### src/rtl/control_sequencer.sv
// control_sequencer: hardwired fetch/execute strobe sequencer for the 32-bit System datapath
module control_sequencer #(
   parameter int DATA_WIDTH = 32
) (
   input  logic                  Clock,
   input  logic                  clear,
   input  logic [DATA_WIDTH-1:0] ir,
   input  logic                  memory_done,
   output logic                  HIout,
   output logic                  LOout,
   output logic                  Zhi_out,
   output logic                  Zlo_out,
   output logic                  PCout,
   output logic                  MDRout,
   output logic                  Inport_out,
   output logic                  Cout,
   output logic                  BAout,
   output logic                  MARin,
   output logic                  Zin,
   output logic                  PCin,
   output logic                  MDRin,
   output logic                  IRin,
   output logic                  Yin,
   output logic                  HIin,
   output logic                  LOin,
   output logic                  CONin,
   output logic                  outport_in,
   output logic                  Gra,
   output logic                  Grb,
   output logic                  Grc,
   output logic                  Rin,
   output logic                  Rout,
   output logic                  IncPC,
   output logic [4:0]            opcode,
   output logic                  Mem_Read,
   output logic                  Mem_Write,
   output logic                  Mem_enable512x32,
   output logic                  run
);
   typedef enum logic [4:0] {
      IDLE, F0, F1, F1W, F2, E3, R4, R5, I4, I5, L4, L5, L6, L7, S6, S7, HALT
   } state_t;
   state_t st, nxt;
   logic [4:0] op;
   logic       is_r, is_i, is_ld, is_st, is_mfhi, is_mflo, is_halt, is_mem, is_mv;
   logic       unused_ir;
   assign op        = ir[DATA_WIDTH-1 -: 5];
   assign unused_ir = ^ir[DATA_WIDTH-6:0];
   assign is_r      = op inside {5'b00011, 5'b00100, 5'b00101, 5'b00110};
   assign is_i      = op inside {5'b01100, 5'b01101, 5'b01110};
   assign is_ld     = op == 5'b00000;
   assign is_st     = op == 5'b00010;
   assign is_mfhi   = op == 5'b11000;
   assign is_mflo   = op == 5'b11001;
   assign is_halt   = op == 5'b11011;
   assign is_mem    = is_ld | is_st;
   assign is_mv     = is_mfhi | is_mflo;
   always_comb begin
      case (st)
         IDLE:    nxt = F0;
         F0:      nxt = F1;
         F1, F1W: nxt = memory_done ? F2 : F1W;
         F2:      nxt = E3;
         E3:      nxt = is_r ? R4 : is_i ? I4 : is_mem ? L4 : is_halt ? HALT : F0;
         R4:      nxt = R5;
         I4:      nxt = I5;
         L4:      nxt = L5;
         L5:      nxt = is_st ? S6 : L6;
         L6:      nxt = memory_done ? L7 : L6;
         S6:      nxt = S7;
         S7:      nxt = memory_done ? F0 : S7;
         R5, I5, L7: nxt = F0;
         HALT:    nxt = HALT;
         default: nxt = IDLE;
      endcase
   end
   always_ff @(posedge Clock)
      st <= clear ? IDLE : nxt;
   assign run              = !(st inside {IDLE, HALT});
   assign PCout            = st == F0;
   assign IncPC            = st == F0;
   assign MARin            = st inside {F0, L5};
   assign Zin              = st inside {F0, R4, I4, L4};
   assign Zlo_out          = st inside {F1, F1W, R5, I5, L5};
   assign PCin             = st == F1;
   assign MDRin            = st inside {F1, F1W, L6, S6};
   assign Mem_Read         = st inside {F1, F1W, L6};
   assign Mem_enable512x32 = st inside {F1, F1W, L6, S7};
   assign Mem_Write        = st == S7;
   assign MDRout           = st inside {F2, L7};
   assign IRin             = st == F2;
   assign Grb              = st == E3 && (is_r || is_i || is_mem);
   assign Yin              = Grb;
   assign BAout            = st == E3 && is_mem;
   assign Rout             = (st == E3 && (is_r || is_i)) || st inside {R4, S6};
   assign HIout            = st == E3 && is_mfhi;
   assign LOout            = st == E3 && is_mflo;
   assign Gra              = (st == E3 && is_mv) || st inside {R5, I5, L7, S6};
   assign Rin              = (st == E3 && is_mv) || st inside {R5, I5, L7};
   assign Grc              = st == R4;
   assign Cout             = st inside {I4, L4};
   assign opcode           = st == R4 ? op :
                             st == I4 ? (op == 5'b01101 ? 5'b00101 : op == 5'b01110 ? 5'b00110 : 5'b00011) :
                             st == L4 ? 5'b00011 : 5'b00000;
   assign Zhi_out          = 1'b0;
   assign Inport_out       = 1'b0;
   assign HIin             = 1'b0;
   assign LOin             = 1'b0;
   assign CONin            = 1'b0;
   assign outport_in       = 1'b0;
endmodule

### config.mk
export PLATFORM = sky130hd
export DESIGN_NAME = control_sequencer
export DESIGN_NICKNAME = d
export VERILOG_FILES = /design/src/rtl/control_sequencer.sv
export SDC_FILE = /design/constraint.sdc
export NUM_CORES = 1
export LEC_CHECK = 0
export CORE_ASPECT_RATIO = 1.1
export CORE_MARGIN = 2
export CORE_UTILIZATION = 40
export CTS_BUF_LIST = sky130_fd_sc_hd__clkbuf_16
export CTS_CLUSTER_DIAMETER = 60
export CTS_CLUSTER_SIZE = 25
export DETAILED_ROUTE_END_ITERATION = 12
export DONT_BUFFER_PORTS = 1
export GPL_TIMING_DRIVEN = 0
export SLEW_MARGIN = 10
export SYNTH_ARGS = -nofsm -noshare
export SYNTH_HDL_FRONTEND = slang
export SYNTH_SLANG_ARGS = --single-unit
### constraint.sdc
create_clock -name Clock -period 3 [get_ports Clock]
set_input_delay 0.45 -clock Clock [delete_from_list [all_inputs] [get_ports Clock]]
set_output_delay 0.45 -clock Clock [all_outputs]
set_load 0.01 [all_outputs]
# ---- After elaboration in Yosys (flattened, before gate mapping)
# Cells that the tools add are included.
dict set report totals {
  regBits 5
  input_bits 35
  out_inout_bits 34
  word_cells 74
}
dict set report classes {
  n_eq_ne 27
  muxes 14
  n_bitwise 2
  reduce_logical 30
}
# cell count
set op_table {}
lappend op_table {{one-hot mux 5 bit (13 select lines)} 1}
lappend op_table {{== test 5 x 4 -> 1 bit, second input constant} 11}
lappend op_table {{== test 5 x 3 -> 1 bit, second input constant} 7}
lappend op_table {{2-to-1 mux 5 bit} 5}
lappend op_table {{== test 5 x 2 -> 1 bit, second input constant} 4}
lappend op_table {{== test 5 bit, second input constant} 4}
lappend op_table {{nonzero test 4 bit} 5}
lappend op_table {{2-to-1 mux 3 bit} 4}
lappend op_table {{logical NOT 5 bit} 2}
lappend op_table {{nonzero test 2 bit} 5}
lappend op_table {{nonzero test 3 bit} 3}
lappend op_table {{logical AND 1 bit} 6}
lappend op_table {{== test 5 x 1 -> 1 bit, second input constant} 1}
lappend op_table {{logical OR 1 bit} 5}
lappend op_table {{nonzero test 5 bit} 1}
lappend op_table {{2-to-1 mux 2 bit} 2}
lappend op_table {{2-to-1 mux 4 bit} 1}
lappend op_table {{OR reduction 4 bit} 1}
lappend op_table {{bitwise OR 1 bit} 2}
lappend op_table {{OR reduction 2 bit} 1}
lappend op_table {{logical NOT 1 bit} 1}
lappend op_table {{2-to-1 mux 1 bit} 1}

# ---- Longest topological paths before layout
dict set report logic_depth {
  ltp_word 6
  mapped_depth 6
  ltp_nobuf 4
}

# ---- Worst setup path after synthesis
# OpenSTA, ideal clock, no wires.
dict set report synth_timing {
  path_type {register to output}
  from {reg st[4]}
  to {out opcode[2]}
  arrival_time_ns 1.538
  t_required_ns 2.550
  path_slack_ns 1.012
  stages_incl_launch_ff 6
  path_buffers 1
  cell_sequence {dfxtp_1 -> clkbuf_1 -> nand2b_1 -> nor3_1 -> a31oi_1 -> nor2b_1}
}
dict set report synth_via {
  elab_chain_len 3
  elab_cells_between_ends 4
  classes_between {2 x eq/ne; 2 x mux}
}
# item line_no
set synth_rtl {}
lappend synth_rtl {{start: declaration} 43} ;# state_t st, nxt;
lappend synth_rtl {{start signal: assignment} 78} ;# st <= clear ? IDLE : nxt;
lappend synth_rtl {{== test 5 x 4 -> 1 bit} 103} ;# st == I4 ? (op == 5'b01101 ? 5'b00101 : op == 5'b01110 ? 5'b00110 : 5'b00011) :
lappend synth_rtl {{2-to-1 mux 3 bit} 103}
lappend synth_rtl {{2-to-1 mux 5 bit *} 102} ;# assign opcode = st == R4 ? op :
lappend synth_rtl {{end: declaration} 34} ;# output logic [4:0] opcode,
# Every way passes the cells marked *; elsewhere a longest branch is shown, timed or not.

# ---- Worst setup path in the final report
# Same ends and word-level chain as after synthesis.

==> flow_summary.yaml <==
critical_path:
  worstPathMaxFanout: 10
  worst_ep_required_time_ns: 2.55
  critical_path_class: "register to output pin"
  worst_setup_path_end_kind: "output pin"
  arrival_ns: 2.05
  critPathLaunchType: "register"
clock_tree:
  worst_setup_hold_path_clk_slew_ns: 0.03
  root_cell_of_the_clock_tree: "sky130_fd_sc_hd__clkbuf_16"
  ctsResizeCount: 0
  cts-hold-fix-buffers: 0
  clock_sinks: 5
  tritoncts: "yes"
  cts.repair_timing.setup_buffer_count: 0
  h-tree-depth: 1
  clock_insertion_delay_worst_skew_ns: 0.22
  cts_made_buffers: 3
  clockBufferDepth: 2
finish:
  fillCellCount: 199
  largest_reg_flops: 5
  nNetsFinal: 172
  top_regs: "st x5"
  area_delta_synth_final_pct: 16.4
  drive_above_1_share_pct: 12.5
  antenna_cells_inserted: 0
  layoutNonFillerInstCount: 163
  registers.top_by_ff_count: "st"
grt:
  grt_first_pass_wirelength_microns: 3190
  grtUsageTotal_pct: 17.9
  first_global_vias: 736
  grt_start_max_net_pins: 11
  gr-total-overflow: 0
  grt_antenna_before_repair: 0
floorplan:
  die_width_microns: 46.6
  placement_rows: 16
  placeableCoreArea_sq_um: 1840
  design.portCount: 69
  floorplan.die_area_sq_um: 2370
  floorplan.initialDensity_pct: 43.4
  floorplan.die.height_microns: 50.9
flow_run:
  maxCapViolations: 0
timing:
  setup_tns_ns: 0
  fin_worst_hold_slack_ns: 0.296
  final_min_period_over_clock_period_pct: 83.3
  setup_viol_count_final: 0
  rsz0062_at_grt: "false"
  worst_pin_slew_ns: 0.787
  timing.clock.skew_ns: 0.00188
  relSlewSlack_pct: 47.1
  final_max_slew_viol_count: 0
  fin_ws_ns: 0.501
  timing.final.hold_violations: 0
  fin_crit_ns: 2.50
  achievable-frequency_mhz: 400
synth:
  commonest_cells_in_the_netlist: "sky130_fd_sc_hd__nor2_1, sky130_fd_sc_hd__a21oi_1, sky130_fd_sc_hd__nand2_1"
  synth_enable_flop_cells: 0
  async_flop_share_pct: 0
  syn_area_sq_um: 800
  post_synth_num_cell_types: 38
  yosys_register_bits: 5
  yosys_most_used_dff: "sky130_fd_sc_hd__dfxtp_1"
  post-synth-top-count-cell: "sky130_fd_sc_hd__nor2_1"
  library_cell_with_the_largest_summed_area_after_synthesis: "sky130_fd_sc_hd__dfxtp_1"
  post-synth-top-area-fraction_pct: 12.5
  synthesis.instances: 127
  yosys-top-cells-area: "sky130_fd_sc_hd__dfxtp_1, sky130_fd_sc_hd__nor2_1, sky130_fd_sc_hd__buf_4, sky130_fd_sc_hd__a21oi_1, sky130_fd_sc_hd__nand2_1"
  ys_warn_count: 0
  yosysSeqAreaShare_pct: 12.5
  syn_avg_cell_area_sq_um: 6.30
route:
  mean_routed_wirelength_per_cell_microns: 13.0
  route.vias.total: 895
  wl_met2_microns: 1000
  drt.antenna.violating_nets: 0
  viasPerCell: 5.49
  met3_length_microns: 212
  detailed_router_iteration_count_before_antenna_repair: 4
  detailedRoute.firstIterationViolations: 32
  final_routed_wirelength_microns: 2110
  met1_length_microns: 897
  drc: 0
  top_signal_layer_used: "met3"
placed_design:
  dp_cells: 159
  gpl.final_weighted_congestion: 0.908
  dp_slack_ns: 0.710
  place.port_buffers: 0
  hpwlAfterDp_microns: 1620
power_and_ir_drop:
  netSwitchingFraction_pct: 32.4
  power.static_leakage_nw: 0.372
  pwr-share-seq_pct: 17.2
  vdd.ir_drop.worst_v: 0.000794
  power.net_switching_uw: 145
  p_int_uw: 303
  total_power_uw: 448
  areal_power_density_over_the_cells_nw_per_um2: 482
  combPwrFrac_pct: 35.6
  clock_power_share_pct: 47.2
run_status:
  outcome: "completed"
hold_path:
  min-delay-path-class: "input port to register"
-- worst max-delay path, cell delays in order, from the launching register on --
cell and delay, ns:
sky130_fd_sc_hd__dfxtp_1 0.30, sky130_fd_sc_hd__clkbuf_1 0.21, sky130_fd_sc_hd__nand2b_1 0.28, sky130_fd_sc_hd__nor3_1 0.64
sky130_fd_sc_hd__a31oi_1 0.17, sky130_fd_sc_hd__nor2b_1 0.24
-- final cells by class --
type	count	area (sq um)	area share (%)
buffer	19	103	11.0
clock buffer	3	75.1	8.06
clock inverter	1	3.75	0.403
inverter	3	11.3	1.21
multi-input combinational	105	604	64.9
sequential	5	100	10.8
tap	27	33.8	3.63
-- power by group through the flow --
stage / clock network [mW] / logic [mW] / registers, mW
3_5_place_dp: 0 / 0.158 / 0.0780
3_3_place_gp: 0 / 0.157 / 0.0780
2_1_floorplan: 0 / 0.134 / 0.0769
6_report: 0.212 / 0.160 / 0.0772
5_1_grt: 0.221 / 0.177 / 0.0776
4_1_cts: 0.215 / 0.159 / 0.0771
-- layer usage --
metal / vias to the layer above / track usage [%]
li1: 450 / -
met4: 0 / 0
met3: 0 / 5.30
met2: 40 / 27.8
met5: - / 0
met1: 405 / 26.1
-- logic make-up (layout without fill, tap and decap cells) --
logic type | Yosys count | count (layout) | synth area share, %
other cells | 1 | 6 | 0.469
xor+xnor | 3 | 3 | 3.29
flops | 5 | 5 | 12.5
mux | 1 | 1 | 1.41
compound gates | 30 | 30 | 24.3
simple gates | 65 | 65 | 43.8
buf+inv | 22 | 26 | 14.2
-- path summary, 6_finish.rpt --
| path | from | end | slack [ns] | cells past startpoint |
|---|---|---|---|---|
| max | st[4] | opcode[2] | 0.50 | 5 |
| min | clear | st[4] | 0.30 | 1 |
| min reg2reg | st[4] | st[0] | 0.72 | 4 |
| max reg2reg | st[3] | st[1] | 1.22 | 4 |
-- through the flow --
step	util (%)	instance area [sq um]
finish	50.5	931
global route	50.5	931
detailed placement	46.3	852
CTS	50.5	931
global placement	46.3	852
floorplan	-	818
-- cells in the final DEF, fill, tap and decap left out, types with 4 or more instances in the layout --
cell type                  netlist  routed
sky130_fd_sc_hd__conb_1          1       6
sky130_fd_sc_hd__buf_4           8       8
sky130_fd_sc_hd__nor2b_1         6       6
sky130_fd_sc_hd__a31oi_1         6       6
sky130_fd_sc_hd__a21oi_1        11      11
sky130_fd_sc_hd__dfxtp_1         5       5
sky130_fd_sc_hd__inv_1           3       4
sky130_fd_sc_hd__nand3_1         5       5
sky130_fd_sc_hd__nor2_1         17      17
sky130_fd_sc_hd__nor3_1          4       4
sky130_fd_sc_hd__clkbuf_1       10      10
sky130_fd_sc_hd__nand2_1        11      11
sky130_fd_sc_hd__nand2b_1        5       5
Note: power is estimated with default switching activity, not from simulation.
==> RTL edit 1 (config.mk and constraints unchanged) <==
Register the inputs `clear`, `ir` and `memory_done` before use. The logic sees them one clock later.
--- a/src/rtl/control_sequencer.sv
+++ b/src/rtl/control_sequencer.sv
@@ -42,2 +42,13 @@
    } state_t;
+
+   logic clear_q;
+   logic [DATA_WIDTH-1:0] ir_q;
+   logic memory_done_q;
+
+   always_ff @(posedge Clock) begin
+      clear_q       <= clear;
+      ir_q          <= ir;
+      memory_done_q <= memory_done;
+   end
+
    state_t st, nxt;
@@ -46,4 +57,4 @@
    logic       unused_ir;
-   assign op        = ir[DATA_WIDTH-1 -: 5];
-   assign unused_ir = ^ir[DATA_WIDTH-6:0];
+   assign op        = ir_q[DATA_WIDTH-1 -: 5];
+   assign unused_ir = ^ir_q[DATA_WIDTH-6:0];
    assign is_r      = op inside {5'b00011, 5'b00100, 5'b00101, 5'b00110};
@@ -61,3 +72,3 @@
          F0:      nxt = F1;
-         F1, F1W: nxt = memory_done ? F2 : F1W;
+         F1, F1W: nxt = memory_done_q ? F2 : F1W;
          F2:      nxt = E3;
@@ -68,5 +79,5 @@
          L5:      nxt = is_st ? S6 : L6;
-         L6:      nxt = memory_done ? L7 : L6;
+         L6:      nxt = memory_done_q ? L7 : L6;
          S6:      nxt = S7;
-         S7:      nxt = memory_done ? F0 : S7;
+         S7:      nxt = memory_done_q ? F0 : S7;
          R5, I5, L7: nxt = F0;
@@ -77,3 +88,3 @@
    always_ff @(posedge Clock)
-      st <= clear ? IDLE : nxt;
+      st <= clear_q ? IDLE : nxt;
    assign run              = !(st inside {IDLE, HALT});
Formal check against the unedited RTL: not equivalent (a bounded check fails within 4 cycles, from zero or initial values).
==> RTL edit 1 against the original RTL <==
Non-clock buffer count up 1. Wire length is 21% higher. Final area rose by 25%. Sequential cell count increased by 7. Worst setup slack worse by 0.18 ns. Synthesized cell count is 11% higher. Maximum frequency is 6.5% lower. Power is 39% higher. Area after synthesis is 28% higher. Critical path type unchanged. Largest power group unchanged. Highest routed layer is now met4.
==> RTL edit 1: results (changes against the original RTL) <==
[run_status]
run_status = complete, no violations

[cells_and_area]
drive_gt1_share_pct = 10.0  ; -2.5 points
nNetsFinal = 186  ; +8.1%
final_instance_count_without_filler_cells = 181  ; +11%
insertedDiodeCount = 0  ; unchanged
biggest_regs = ir_q (5), st (5)

[synthesis]
yosys_warnings = 0  ; unchanged
synth-async-reset-ratio_pct = 0  ; unchanged
ys_seq_area_share_pct = 23.5  ; +11 points
synth.distinct_cells = 45  ; +18%
post_synth_main_area_contributors = sky130_fd_sc_hd__dfxtp_1 (23%), sky130_fd_sc_hd__buf_4 (5.9%), sky130_fd_sc_hd__nor2b_1 (5.5%), sky130_fd_sc_hd__nand2_1 (4.4%), sky130_fd_sc_hd__nor2_1 (4.4%)
synth_flop_cell = sky130_fd_sc_hd__dfxtp_1
postSynthAreaPerCell_um2 = 7.26  ; +15%
netlist_top_cells_count = sky130_fd_sc_hd__dfxtp_1 (12), sky130_fd_sc_hd__nand2_1 (12), sky130_fd_sc_hd__nor2_1 (12)

[place]
dp_slack_ns = 0.553  ; -0.156 ns
placed_area_um2 = 1080  ; +27%
hpwl_um = 1980  ; +22%
gp_routability_congestion = 0.868  ; -4.4%
io_buffers = 0  ; unchanged

[cts]
clk-insertion-delay-late_ns = 0.23
cts_root_cell = sky130_fd_sc_hd__clkbuf_16
cts-buffers-inserted = 3  ; unchanged
cts-root-to-sink-buffers = 2  ; unchanged
cts.repair_timing.setup_buffer_count = 0  ; unchanged
h-tree-depth = 1  ; unchanged

[detailed_routing]
drtPass1Iterations = 4  ; unchanged
routed_via_density = 5.50  ; +0.12%
routed_wl_um = 2550  ; +21%
drt_first_iter_violations = 31  ; -3.1%

[power]
power.static_leakage_nw = 0.438  ; +18%
power.ir.vdd_worst_mv = 0.427  ; -46%
net-switching-power_w = 0.000201  ; +38%

[global_route]
gr-usage-met2_pct = 28.6  ; +0.79 points
grt_antenna_before_repair = 0  ; unchanged
use_met1_pct = 22.5  ; -3.6 points
grt_overflow_total = 0  ; unchanged
grt_first_pass_wirelength_um = 3970  ; +24%
grtUsageMet3_pct = 2.62  ; -2.7 points
grt_start_max_net_pins = 11  ; unchanged
via_count_of_the_first_global_routing_pass = 891  ; +21%
grt_usage_pct = 17.2  ; -0.74 points

[sta]
tightestPinTransition_ns = 0.714  ; -0.0727 ns
skew_ns = 0.00275  ; +0.000873 ns

[worst_setup_path]
worstPathMaxFanout = 9  ; -1
cell_with_the_largest_stage_delay_on_the_worst_path = sky130_fd_sc_hd__a211oi_1
timing.reg2reg.worst_path_depth = 6  ; +2
worst_path_largest_cell_delay_ns = 0.45  ; -0.19 ns

[hold_path]
whs_path_depth = 0  ; -1

==> RTL edit 1: cell count changes in the layout (fill, tap and decap cells not counted), sizes merged, moves of 3 or more <==
cell,before,now
nor2b,6,9
nor3b,3,0
a31oi,6,2
a211oi,0,3
nor2,17,12
a21oi,11,7
a32oi,0,3
and3,1,4
nand3,5,2
dfxtp,5,12
xnor2,0,3
o32a,1,4
==> RTL edit 1: kinds of logic after synthesis <==
kind of cell	Yosys count	synth area share, %
compound gates	33	23.4
xor+xnor	4	3.42
buf+inv	25	13.0
flops	12	23.5
mux	1	0.978
other cells	1	0.366
simple gates	65	35.5
==> RTL edit 1: power by group through the flow <==
stage          Sequential [W]  Combinational [W]  Clock, W
6_report             0.000183           0.000208  0.000233
2_1_floorplan        0.000183           0.000172         0
3_3_place_gp         0.000186           0.000207         0
4_1_cts              0.000183           0.000208  0.000240
5_1_grt              0.000185           0.000230  0.000248
3_5_place_dp         0.000186           0.000207         0
==> RTL edit 1: path summary, 6_finish.rpt <==
kind | from | to | slack [ns]
worst min-delay path | ir[28] | ir_q[28] | 0.24
worst min register to register | clear_q | st[4] | 0.40
worst max-delay path | st[3] | Yin | 0.33
worst max register to register | st[3] | st[1] | 1.06
==> RTL edit 1: layout make-up <==
type | instances | area [um^2]
Inverter | 5 | 18.8
Sequential cell | 12 | 240
Tap cell | 31 | 38.8
Clock inverter | 1 | 3.75
Fill cell | 277 | 1310
Multi-Input combinational cell | 109 | 669
Buffer | 20 | 114
Clock buffer | 3 | 75.1
==> RTL edit 1: layer usage <==
layer / share of wire, % / routed length, um
met4: 1.4 / 36
met1: 44 / 1110
met5: 0 / 0
met2: 48 / 1220
met3: 7.0 / 178
==> RTL edit 2 (config.mk and constraints unchanged) <==
Without the edit above. Put a register stage on the output `BAout`. The value now appears one clock later. The other outputs are not delayed to match.
--- a/src/rtl/control_sequencer.sv
+++ b/src/rtl/control_sequencer.sv
@@ -93,3 +93,5 @@
    assign Yin              = Grb;
-   assign BAout            = st == E3 && is_mem;
+   always_ff @(posedge Clock) begin
+      BAout <= st == E3 && is_mem;
+   end
    assign Rout             = (st == E3 && (is_r || is_i)) || st inside {R4, S6};
Check against the original RTL: not equivalent (Yosys sat finds a counterexample within 10 cycles, from zero or initial values).
==> RTL edit 2 against the original RTL <==
Global-route usage is 0.36 points higher. Wire length is 18% higher. Worst setup slack better by 0.26 ns. Final area is 12% higher. Sequential cell count is 1 higher. Synthesized cell count is 10% higher. Area after synthesis is 14% higher. Worst hold slack better by 0.0056 ns. Power is 4.6% higher. Clock skew hardly changed.
==> RTL edit 2: results (changes against the original RTL) <==
[run_status]
run_status = complete, no violations

[cells_and_area]
max_flop_register = st
drive_gt1_share_pct = 16.9  ; +4.4 points
insertedDiodeCount = 0  ; unchanged
biggest_regs = st (5), BAout (1)
filler_cell_count = 245  ; +23%
design_area_um2 = 1040  ; +12%
nNetsFinal = 185  ; +7.6%
final_instance_count_without_filler_cells = 178  ; +9.2%

[power]
power.ir.vdd_worst_mv = 0.403  ; -49%
power.static_leakage_nw = 0.479  ; +29%

[place]
placed_area_um2 = 967  ; +14%
hpwl_um = 1920  ; +18%
io_buffers = 0  ; unchanged
dp_slack_ns = 0.993  ; +0.283 ns
gp_routability_congestion = 0.884  ; -2.6%

[cts]
cts-buffers-inserted = 3  ; unchanged
cts_root_cell = sky130_fd_sc_hd__clkbuf_16
clk-insertion-delay-late_ns = 0.22  ; about the same
h-tree-depth = 1  ; unchanged
cts.repair_timing.setup_buffer_count = 0  ; unchanged
cts-root-to-sink-buffers = 2  ; unchanged

[worst_setup_path]
regToRegStartpoint = st[2]
worst_path_largest_cell_delay_ns = 0.39  ; -0.25 ns
timing.reg2reg.setup_slack_ns = 1.42  ; +0.20 ns
worstPathArrival_ns = 1.78  ; -0.27 ns
cell_with_the_largest_stage_delay_on_the_worst_path = sky130_fd_sc_hd__dfxtp_1
worstPathMaxFanout = 10  ; unchanged
timing.reg2reg.worst_path_depth = 5  ; +1
critical_path.reg2reg.endpoint = st[0]

[hold_path]
timing.hold.worst.start = clear
min_delay_worst_endpoint = st[4]
whs_path_depth = 1  ; unchanged
worstHoldPathType = in2reg

[synthesis]
post_synth_main_area_contributors = sky130_fd_sc_hd__dfxtp_1 (13%), sky130_fd_sc_hd__nor2_1 (9.1%), sky130_fd_sc_hd__buf_4 (8.2%), sky130_fd_sc_hd__nand2_1 (5.8%), sky130_fd_sc_hd__nand2b_1 (4.8%)
synth-async-reset-ratio_pct = 0  ; unchanged
synth.distinct_cells = 40  ; +5.3%
netlist_top_cells_count = sky130_fd_sc_hd__nor2_1 (22), sky130_fd_sc_hd__nand2_1 (14), sky130_fd_sc_hd__buf_4 (10)
postSynthAreaPerCell_um2 = 6.51  ; +3.3%
ys_seq_area_share_pct = 13.2  ; +0.67 points

[sta]
tightestPinTransition_ns = 0.561  ; -0.226 ns
finalCritPeriodShare_pct = 74.5  ; -8.8 points
timing.hold.ws_ns = 0.302  ; +0.00563 ns
skew_ns = 0.00141  ; -0.000474 ns

[global_route]
grt_usage_pct = 18.3  ; +0.36 points
grt_first_pass_wirelength_um = 3830  ; +20%
grt_start_max_net_pins = 11  ; unchanged
via_count_of_the_first_global_routing_pass = 837  ; +14%
grt_antenna_before_repair = 0  ; unchanged

[detailed_routing]
routed_via_density = 5.56  ; +1.2%
routed_wl_um = 2500  ; +18%
drt_first_iter_violations = 31  ; -3.1%

RTL edit 2: cell count changes after synthesis, moves of 3 or more:
cell / unedited run / this run
sky130_fd_sc_hd__buf_2: 1 / 6
sky130_fd_sc_hd__o21ai_0: 2 / 5
sky130_fd_sc_hd__nand2_1: 11 / 14
sky130_fd_sc_hd__clkbuf_1: 10 / 3
sky130_fd_sc_hd__nor2_1: 17 / 22
sky130_fd_sc_hd__a22oi_1: 0 / 3
sky130_fd_sc_hd__a21oi_1: 11 / 6
sky130_fd_sc_hd__o22ai_1: 1 / 4
RTL edit 2: final cells by class:
type	count	share of cell area, %
Tap cell	30	3.60
Clock buffer	3	7.20
Inverter	2	0.720
Sequential cell	6	11.5
Multi-Input combinational cell	117	64.7
Buffer	20	12.2
RTL edit 2: layer usage:
metal | up-vias | global-route usage, % | wire, um
met5 | - | 0 | 0
met4 | 0 | 0 | 0
met1 | 463 | 21.5 | 1060
met3 | 0 | 4.44 | 150
met2 | 36 | 36.0 | 1290
li1 | 490 | - | -
RTL edit 2: worst max-delay path by stage:
stage	startpoint	endpoint
4_1_cts	st[2]	LOout
3_3_place_gp	st[2]	LOout
6_report	st[2]	LOout
3_5_place_dp	st[2]	LOout
5_1_grt	st[2]	HIout
2_1_floorplan	st[1]	opcode[0]
RTL edit 2: where the power goes:
group / leakage [nW] / total (W) / switching, W / internal [W]
combinational: 0.393 / 0.000162 / 0.000102 / 0.0000602
sequential: 0.0489 / 0.0000939 / 0.00000831 / 0.0000856
clock: 0.0370 / 0.000213 / 0.0000421 / 0.000171
total: 0.479 / 0.000469 / 0.000152 / 0.000317
RTL edit 2: cells by family after synthesis:
logic type,synth area share [%]
AND/OR/NAND/NOR,44.1
AO/OA/AOI/OAI,24.6
buffers and inverters,14.8
flip-flops,13.2
XOR/XNOR,2.89
other,0.412
